<file path="src/rtl/elevator_pkg.sv">
// Shared types and default timing for the elevator car scheduler.
package elevator_pkg;

  typedef enum logic [1:0] {
    IDLE      = 2'd0,
    MOVE_UP   = 2'd1,
    MOVE_DOWN = 2'd2,
    DWELL     = 2'd3
  } state_t;

  typedef enum logic {
    DIR_UP   = 1'b0,
    DIR_DOWN = 1'b1
  } dir_t;

  localparam int DEF_NUM_FLOORS   = 8;
  localparam int DEF_TRAVEL_TICKS = 50000000;
  localparam int DEF_DWELL_TICKS  = 30000000;

endpackage

</file>
<file path="src/rtl/elevator_tick_timer.sv">
// Free-running tick counter: done pulses on the last of every MAX enabled cycles.
// clr has priority over en and forces the count back to zero.
module tick_timer #(
  parameter int MAX = 4
) (
  input  logic clk,
  input  logic rst_n,
  input  logic clr,
  input  logic en,
  output logic done
);

  localparam int CW = (MAX > 1) ? $clog2(MAX) : 1;

  logic [CW-1:0] cnt_q, cnt_d;

  assign done = en && !clr && (cnt_q == CW'(MAX - 1));

  always_comb begin
    cnt_d = cnt_q;
    if (clr) begin
      cnt_d = '0;
    end else if (en) begin
      cnt_d = done ? '0 : cnt_q + CW'(1);
    end
  end

  always_ff @(posedge clk or negedge rst_n) begin
    if (!rst_n) cnt_q <= '0;
    else        cnt_q <= cnt_d;
  end

endmodule

</file>
<file path="src/rtl/elevator_scheduler.sv">
// SCAN scheduler for one car: latches requests, times travel and dwell, drives door_controller.
// Request to motion latency is 2 cycles; all outputs are registered.
module elevator_scheduler
  import elevator_pkg::*;
#(
  parameter int NUM_FLOORS   = DEF_NUM_FLOORS,
  parameter int FLOOR_W      = 3,
  parameter int TRAVEL_TICKS = DEF_TRAVEL_TICKS,
  parameter int DWELL_TICKS  = DEF_DWELL_TICKS
) (
  input  logic                  clk,
  input  logic                  rst_n,
  input  logic [NUM_FLOORS-1:0] req,
  output logic                  moving_up,
  output logic                  moving_down,
  output logic                  floor_reached,
  output logic [FLOOR_W-1:0]    current_floor,
  output logic [NUM_FLOORS-1:0] pending,
  output logic                  busy
);

  state_t                  state_q, state_d;
  dir_t                    dir_q, dir_d;
  logic [FLOOR_W-1:0]      floor_q, floor_d, step_floor;
  logic [NUM_FLOORS-1:0]   pending_q, pending_d, req_eff, clr_mask, above, below;
  logic                    moving_up_q, moving_down_q, floor_reached_q, busy_q;
  logic                    travel_en, travel_done, dwell_en, dwell_done;

  assign travel_en = (state_q == MOVE_UP) || (state_q == MOVE_DOWN);
  assign dwell_en  = (state_q == DWELL);

  tick_timer #(.MAX(TRAVEL_TICKS)) u_travel (
    .clk(clk), .rst_n(rst_n), .clr(!travel_en), .en(travel_en), .done(travel_done)
  );

  tick_timer #(.MAX(DWELL_TICKS)) u_dwell (
    .clk(clk), .rst_n(rst_n), .clr(!dwell_en), .en(dwell_en), .done(dwell_done)
  );

  always_comb begin
    above = '0;
    below = '0;
    for (int i = 0; i < NUM_FLOORS; i++) begin
      above[i] = pending_q[i] && (i > int'(floor_q));
      below[i] = pending_q[i] && (i < int'(floor_q));
    end
  end

  assign step_floor = (state_q == MOVE_UP) ? floor_q + FLOOR_W'(1) : floor_q - FLOOR_W'(1);

  always_comb begin
    state_d  = state_q;
    dir_d    = dir_q;
    floor_d  = floor_q;
    clr_mask = '0;
    case (state_q)
      IDLE: begin
        if (pending_q[floor_q]) begin
          state_d           = DWELL;
          clr_mask[floor_q] = 1'b1;
        end else if (|above) begin
          state_d = MOVE_UP;
          dir_d   = DIR_UP;
        end else if (|below) begin
          state_d = MOVE_DOWN;
          dir_d   = DIR_DOWN;
        end
      end
      MOVE_UP, MOVE_DOWN: begin
        if (travel_done) begin
          floor_d = step_floor;
          if (pending_q[step_floor]) begin
            state_d              = DWELL;
            clr_mask[step_floor] = 1'b1;
          end
        end
      end
      DWELL: begin
        // Keep sweeping the current direction while targets remain ahead of the car.
        if (dwell_done) begin
          if (dir_q == DIR_UP) begin
            if (|above)      state_d = MOVE_UP;
            else if (|below) begin state_d = MOVE_DOWN; dir_d = DIR_DOWN; end
            else             state_d = IDLE;
          end else begin
            if (|below)      state_d = MOVE_DOWN;
            else if (|above) begin state_d = MOVE_UP; dir_d = DIR_UP; end
            else             state_d = IDLE;
          end
        end
      end
      default: state_d = IDLE;
    endcase
  end

  always_comb begin
    req_eff = req;
    if (state_q == DWELL) req_eff[floor_q] = 1'b0;
    pending_d = (pending_q | req_eff) & ~clr_mask;
  end

  always_ff @(posedge clk or negedge rst_n) begin
    if (!rst_n) begin
      state_q         <= IDLE;
      dir_q           <= DIR_UP;
      floor_q         <= '0;
      pending_q       <= '0;
      moving_up_q     <= 1'b0;
      moving_down_q   <= 1'b0;
      floor_reached_q <= 1'b0;
      busy_q          <= 1'b0;
    end else begin
      state_q         <= state_d;
      dir_q           <= dir_d;
      floor_q         <= floor_d;
      pending_q       <= pending_d;
      moving_up_q     <= (state_d == MOVE_UP);
      moving_down_q   <= (state_d == MOVE_DOWN);
      floor_reached_q <= (state_d == DWELL);
      busy_q          <= (state_d != IDLE);
    end
  end

  always @(posedge clk) begin
    if (rst_n && travel_done) begin
      assert (!((state_q == MOVE_UP)   && (floor_q == FLOOR_W'(NUM_FLOORS - 1))));
      assert (!((state_q == MOVE_DOWN) && (floor_q == '0)));
    end
  end

  assign moving_up     = moving_up_q;
  assign moving_down   = moving_down_q;
  assign floor_reached = floor_reached_q;
  assign current_floor = floor_q;
  assign pending       = pending_q;
  assign busy          = busy_q;

endmodule

</file>
<file path="config.mk">
export PLATFORM = sky130hd
export DESIGN_NAME = elevator_scheduler
export DESIGN_NICKNAME = d
export VERILOG_FILES = /design/src/rtl/elevator_pkg.sv /design/src/rtl/elevator_tick_timer.sv /design/src/rtl/elevator_scheduler.sv
export SDC_FILE = /design/constraint.sdc
export NUM_CORES = 1
export LEC_CHECK = 0
export CELL_PAD_IN_SITES_DETAIL_PLACEMENT = 1
export CELL_PAD_IN_SITES_GLOBAL_PLACEMENT = 1
export CORE_UTILIZATION = 45
export DETAILED_ROUTE_END_ITERATION = 10
export PLACE_DENSITY_LB_ADDON = 0.12
export SYNTH_ARGS = -nofsm -noshare
export SYNTH_HDL_FRONTEND = slang
export SYNTH_SLANG_ARGS = --single-unit
</file>
<file path="constraint.sdc">
create_clock -name clk -period 7.5 [get_ports clk]
set_input_delay 1.5 -clock clk [delete_from_list [all_inputs] [get_ports clk]]
set_output_delay 1.5 -clock clk [all_outputs]
set_load 0.01 [all_outputs]
</file>
-- Word-level counts from Yosys, hierarchy flattened
Index checks and enable logic that the tools add are counted.
W data, S select, Z words.
- bits of input ports: 10
- output and inout bits: 15
- logic and storage cells: 115
- flip-flop bits (word level): 69
- reductions and logical operators: 27
- muxes and demuxes: 40
- add/subtract/negate cells: 4
- magnitude comparators: 18
- equality and inequality tests: 11
- bitwise gates (word level): 5
- operators by type and width (operator ; count):
    $mux W26 ; 2
    $mux W25 ; 2
    $mux W8 ; 4
    $add A26 B1 Y26 const B ; 1
    $eq A26 B26 Y1 const B ; 1
    $add A25 B1 Y25 const B ; 1
    $eq A25 B25 Y1 const B ; 1
    $mux W2 ; 10
    $logic_and A1 B1 Y1 ; 18
    $and A8 B8 Y8 ; 2
    $not A8 Y8 ; 2
    $pmux W8 S2 ; 1
    $mux W1 ; 14
    $reduce_or A7 Y1 ; 2
    $gt A3 B3 Y1 const A ; 4
    $lt A3 B3 Y1 const A ; 3
    $eq A2 B2 Y1 const B ; 4
    $lt A3 B4 Y1 const B ; 2
    $or A8 B8 Y8 ; 1
    $bmux W1 S3 ; 2
    $demux W1 S3 ; 2
    $ge A3 B1 Y1 const B ; 2
    $gt A2 B3 Y1 const A ; 2
    $lt A1 B3 Y1 const A ; 2
    other kinds (17) ; 20

-- Depth between registers and ports, before layout
- depth after elaboration: 11
- mapped depth: 12

-- By module
A second synthesis with hierarchy kept.
- cell total of the unflattened synthesis: 532
- area, all modules: 4733.3 µm²
- modules (own cells, without submodules) (module ; cells an instance ; instances ; area each (µm²) ; seq. area each (µm²)):
    tick_timer at u_travel ; 186 ; 1 ; 1657.8 ; 650.6
    tick_timer at u_dwell ; 175 ; 1 ; 1605.3 ; 625.6
    elevator_scheduler ; 171 ; 1 ; 1470.2 ; 450.4

-- Worst setup path before layout
Ideal clock, no wire load.
- kind: register to register
- from: register floor_q[0], in the netlist current_floor[0]
- to: register moving_up_q, in the netlist moving_up
- setup time: 0.073 ns
- slack: 4.519 ns
- data required time: 7.427 ns
- buffers on the path: 3
- period minus slack after synthesis: 2.981 ns
- stages on the path, launching flop included: 13
- arrival time: 2.908 ns
- cell sequence: dfrtp_1 buf_2 buf_1 inv_1 ha_1 clkbuf_1 nor3b_1 o21ai_0 o21ai_0 o41ai_2 a31oi_1 a22oi_1 nor2b_1
- word-level cells in the longest chain between the ends: 9
- elaborated cells between the ends (all ways): 50
- classes of those cells: 2 x add/sub; 14 x order compare; 1 x eq/ne; 17 x mux; 16 x reduce/logical
- RTL lines (what ; line ; RTL):
    from (decl) ; elevator_scheduler.sv:24 ; logic [FLOOR_W-1:0] floor_q, floor_d, step_floor;
    from (signal assigned) ; elevator_scheduler.sv:115 ; floor_q <= floor_d;
    parallel branches: the longest is 7 deep, another holds $sub A3 B1 Y3 ; -- ;
    $pmux W2 S3 * ; elevator_scheduler.sv:56 ; case (state_q)
    net state_d[0] ; elevator_scheduler.sv:22 ; state_t state_q, state_d;
    $eq A2 B1 Y1 * ; elevator_scheduler.sv:117 ; moving_up_q <= (state_d == MOVE_UP);
    to (signal assigned) ; elevator_scheduler.sv:117 ;
    to (decl) ; elevator_scheduler.sv:26 ; logic moving_up_q, moving_down_q, floor_reached_q, busy_q;
Mark *: on every way through the listed nets, which the timed path passes. The select of a mux whose other input is x is not followed.
A chain may end at the register's enable or synchronous reset.

-- Worst setup path in the final report
Ends and elaborated chain as after synthesis.

==> metrics.md <==
| Metric | Value |
|---|---|
| Status | `completed` |
| Dominant synthesized flop cell | `dfrtp_1` |
| Data required time of the worst path | `7.78 ns` |
| Dpl cell area | `0.00427 mm^2` |
| Worst clock skew | `0.0163 ns` |
| Total inserted antenna cells | `0` |
| Full die area | `0.00915 mm^2` |
| Yosys warning count | `0` |
| Setup total negative slack | `0 ns` |
| Place WS | `4.08 ns` |
| DP Cell Count | `552` |
| Gr ovfl total | `0` |
| CTS resizes | `0` |
| DRC | `0` |
| Synth top area share | `0.438` |
| Vias in the first global route | `3426` |
| Hold WS | `0.481 ns` |
| Flops & latches, synth | `69` |
| Clock sink count | `69` |
| Final setup viols | `0` |
| Startpoint class of the critical path | `register` |
| Wire per inst | `18.2 um` |
| Period minus WS final | `3.52 ns` |
| Maximum VDD drop | `0.116 mV` |
| Max Fanout on Critical Path | `24` |
| WS Path Type | `register to register` |
| Post-synth EDFFs | `0` |
| Clk slew on worst S/H paths | `0.08 ns` |
| Non-Filler Instances | `567` |
| Post-Syn Instances | `435` |
| First-pass GRT wire length | `17300 um` |
| Synth area leaders | `dfrtp_1 (44%), nor2_1 (6.5%), xor2_1 (5.6%), xnor2_1 (4.4%), ha_1 (3.8%)` |
| Post-Syn Area per Cell | `9.07 um^2` |
| Worst Tran Pin Value | `1.05 ns` |
| Post-Syn Area | `0.00395 mm^2` |
| Max stage delay cell, worst path | `dfrtp_1` |
| Ratio of cells with drive above 1 in the final layout | `0.0628` |
| TritonCTS clock tree | `built` |
| Asr flop ratio synth | `1.00` |
| ANT nets after route | `0` |
| Pwr dens | `233 mW/mm^2` |
| Unrepaired setup endpoints after global routing | `no` |
| Largest net degree at the start of global routing | `70` |
| Drt initial violations | `126` |
| Crit path cell chain | `inv_1 -> ha_1 -> nor3b_1 -> o21ai_0 -> o21ai_0 -> o41ai_2 -> a31oi_1 -> a22oi_1 -> nor2b_1` |
| Maximum clock path buffer count | `2` |
| Num CTS Buffers | `9` |
| Post-synthesis net count | `457` |
| Core Area | `0.00834 mm^2` |
| Num rows | `33` |
| Total vias in the final route | `3332` |
| Router iterations before antenna repair | `4` |
| Initial core utilization | `0.473` |
| Design Area, Final | `0.00442 mm^2` |
| Fin crit share | `0.470` |
| Max Fclk | `0.284 GHz` |
| Final setup margin | `3.98 ns` |
| Most common cell on crit path | `o21ai_0` |
| RD Place Congestion | `0.843` |
| Crit path DAT | `3.80 ns` |
| Post-synth cell types | `56` |
| H-Tree Depth | `3` |
| P_leak | `1.78 nW` |
| Hold crit path type | `register to register` |
| Vias per Instance | `5.88` |
| Post-CTS Hold Fix Bufs | `0` |
| Setup bufs post-CTS | `0` |
| Clk_lat worst skew | `0.35 ns` |
| Detailed Place HPWL | `7240 um` |
| Initial antenna violation count | `0` |
| Layout area overhead | `12.1%` |
| CP peak stage delay | `0.87 ns` |
| Final Hold Fails | `0` |
| Synth area leader | `dfrtp_1` |
| Nets | `480` |
| Clk root buf | `clkbuf_8` |
| Die height | `95.6 um` |
| Max Slew Vio Count | `0` |
| Seq/Total Area, Yosys | `0.438` |
| Wirelength, routed | `10300 um` |
| Die Wd | `95.6 um` |
| Slew Limit Headroom | `0.297` |
| Port Buf Inserts | `24` |
| Global-route usage over all layers | `0.249` |
| # Max-Cap Violations | `0` |
| Top Ports | `25` |
| Crit end category | `register` |
per-stage QoR:
stage                util  power, mW
floorplan               -      0.658
global placement    0.512      0.760
detailed placement  0.512      0.774
CTS                 0.530       1.04
global route        0.530       1.09
finish              0.530       1.03
final cells by class:
cell class              instances  area (um^2)
repair buffers                 25          243
fillers                      1010         3920
well taps                     105          131
multi-input cells             334         2100
clock buffers                  10          128
inverters                      19         71.3
clock inverters                 5         28.8
flip-flops and latches         69         1730
synthesized netlist by cell type, drive strengths merged, types with 3 or more instances:
master and n:
nor3b 3, or2 4, nand2 31, a31oi 4
and3 9, nand2b 7, o22ai 4, inv 19
or3 4, dfrtp 69, nor2b 5, nor2 68
o21ai 16, nor4 6, buf 3, xnor2 20
nand4 14, a21oi 29, and4 4, nand3 24
xor2 25, nor3 5, clkbuf 10, ha 12
routing by layer:
metal | wire length (um) | global-route usage | up-vias
li1 | - | - | 1573
met1 | 4790 | 0.335 | 1664
met2 | 4910 | 0.400 | 77
met3 | 429 | 0.0463 | 18
met4 | 195 | 0.0920 | 0
met5 | 0 | 0 | -
state kept, by name (all words and copies together), names as in the netlist:
signal          flops
dir_q               1
moving_up           1
pending             8
u_travel.cnt_q     26
u_dwell.cnt_q      25
floor_reached       1
busy                1
moving_down         1
current_floor       3
state_q             2
worst max-delay path: cells and delay by family (launching register included):
kind                       cells  cell delay (ns)
and+or+nand+nor                2             0.37
DFF                            1             0.87
adders and majority gates      1             0.51
buffers and inverters          1             0.31
AOI/OAI and AO/OA              5             1.38
path summary, 6_finish.rpt:
path	startpoint	end	slack, ns	cells past startpoint
hold / removal	u_travel.cnt_q[0]	u_travel.cnt_q[0]	0.48	1
setup / recovery	current_floor[0]	moving_up	3.98	9
max in group asynchronous	rst_n	u_travel.cnt_q[5]	5.55	2
hold reg to reg	u_travel.cnt_q[0]	u_travel.cnt_q[0]	0.48	1
min in group asynchronous	rst_n	pending[3]	1.33	2
setup reg to reg	current_floor[0]	moving_up	3.98	9
logic make-up after synthesis:
logic type / Yosys count / synth area share
AO/OA/AOI/OAI: 78 / 0.128
XOR/XNOR: 45 / 0.0999
adder cells (fa/ha/maj): 12 / 0.0381
buffers and inverters: 32 / 0.0311
flip-flops: 69 / 0.438
multiplexers: 5 / 0.0193
AND/OR/NAND/NOR: 194 / 0.245
layout by cell type (no fill, tap or decap), types with 2 or more instances in the layout:
master,count
dfrtp_1,69
nor2_1,68
nand2_1,31
a21oi_1,29
xor2_1,25
nand3_1,24
clkdlybuf4s50_1,23
xnor2_1,20
inv_1,18
o21ai_0,15
nand4_1,14
ha_1,12
and3_1,9
clkbuf_8,9
nand2b_1,7
nor4_1,6
nor2b_1,5
nor3_1,5
and4_1,4
or3_1,4
or2_2,4
a31oi_1,4
o22ai_1,4
clkinv_2,4
nor3b_1,3
nor4bb_1,2
mux2i_1,2
nand3b_1,2
o221ai_1,2
o211ai_1,2
a22oi_1,2
a221o_1,2
o21bai_1,2
mux4_2,2
o32ai_1,2
o2111ai_1,2
power by group:
group          total [mW]  internal [mW]  leakage, nW  switching, mW
Combinational       0.338          0.116        0.782          0.222
Clock               0.262          0.117       0.0856          0.145
Sequential          0.431          0.403        0.910         0.0283
Power figures use the tool's default switching activity.
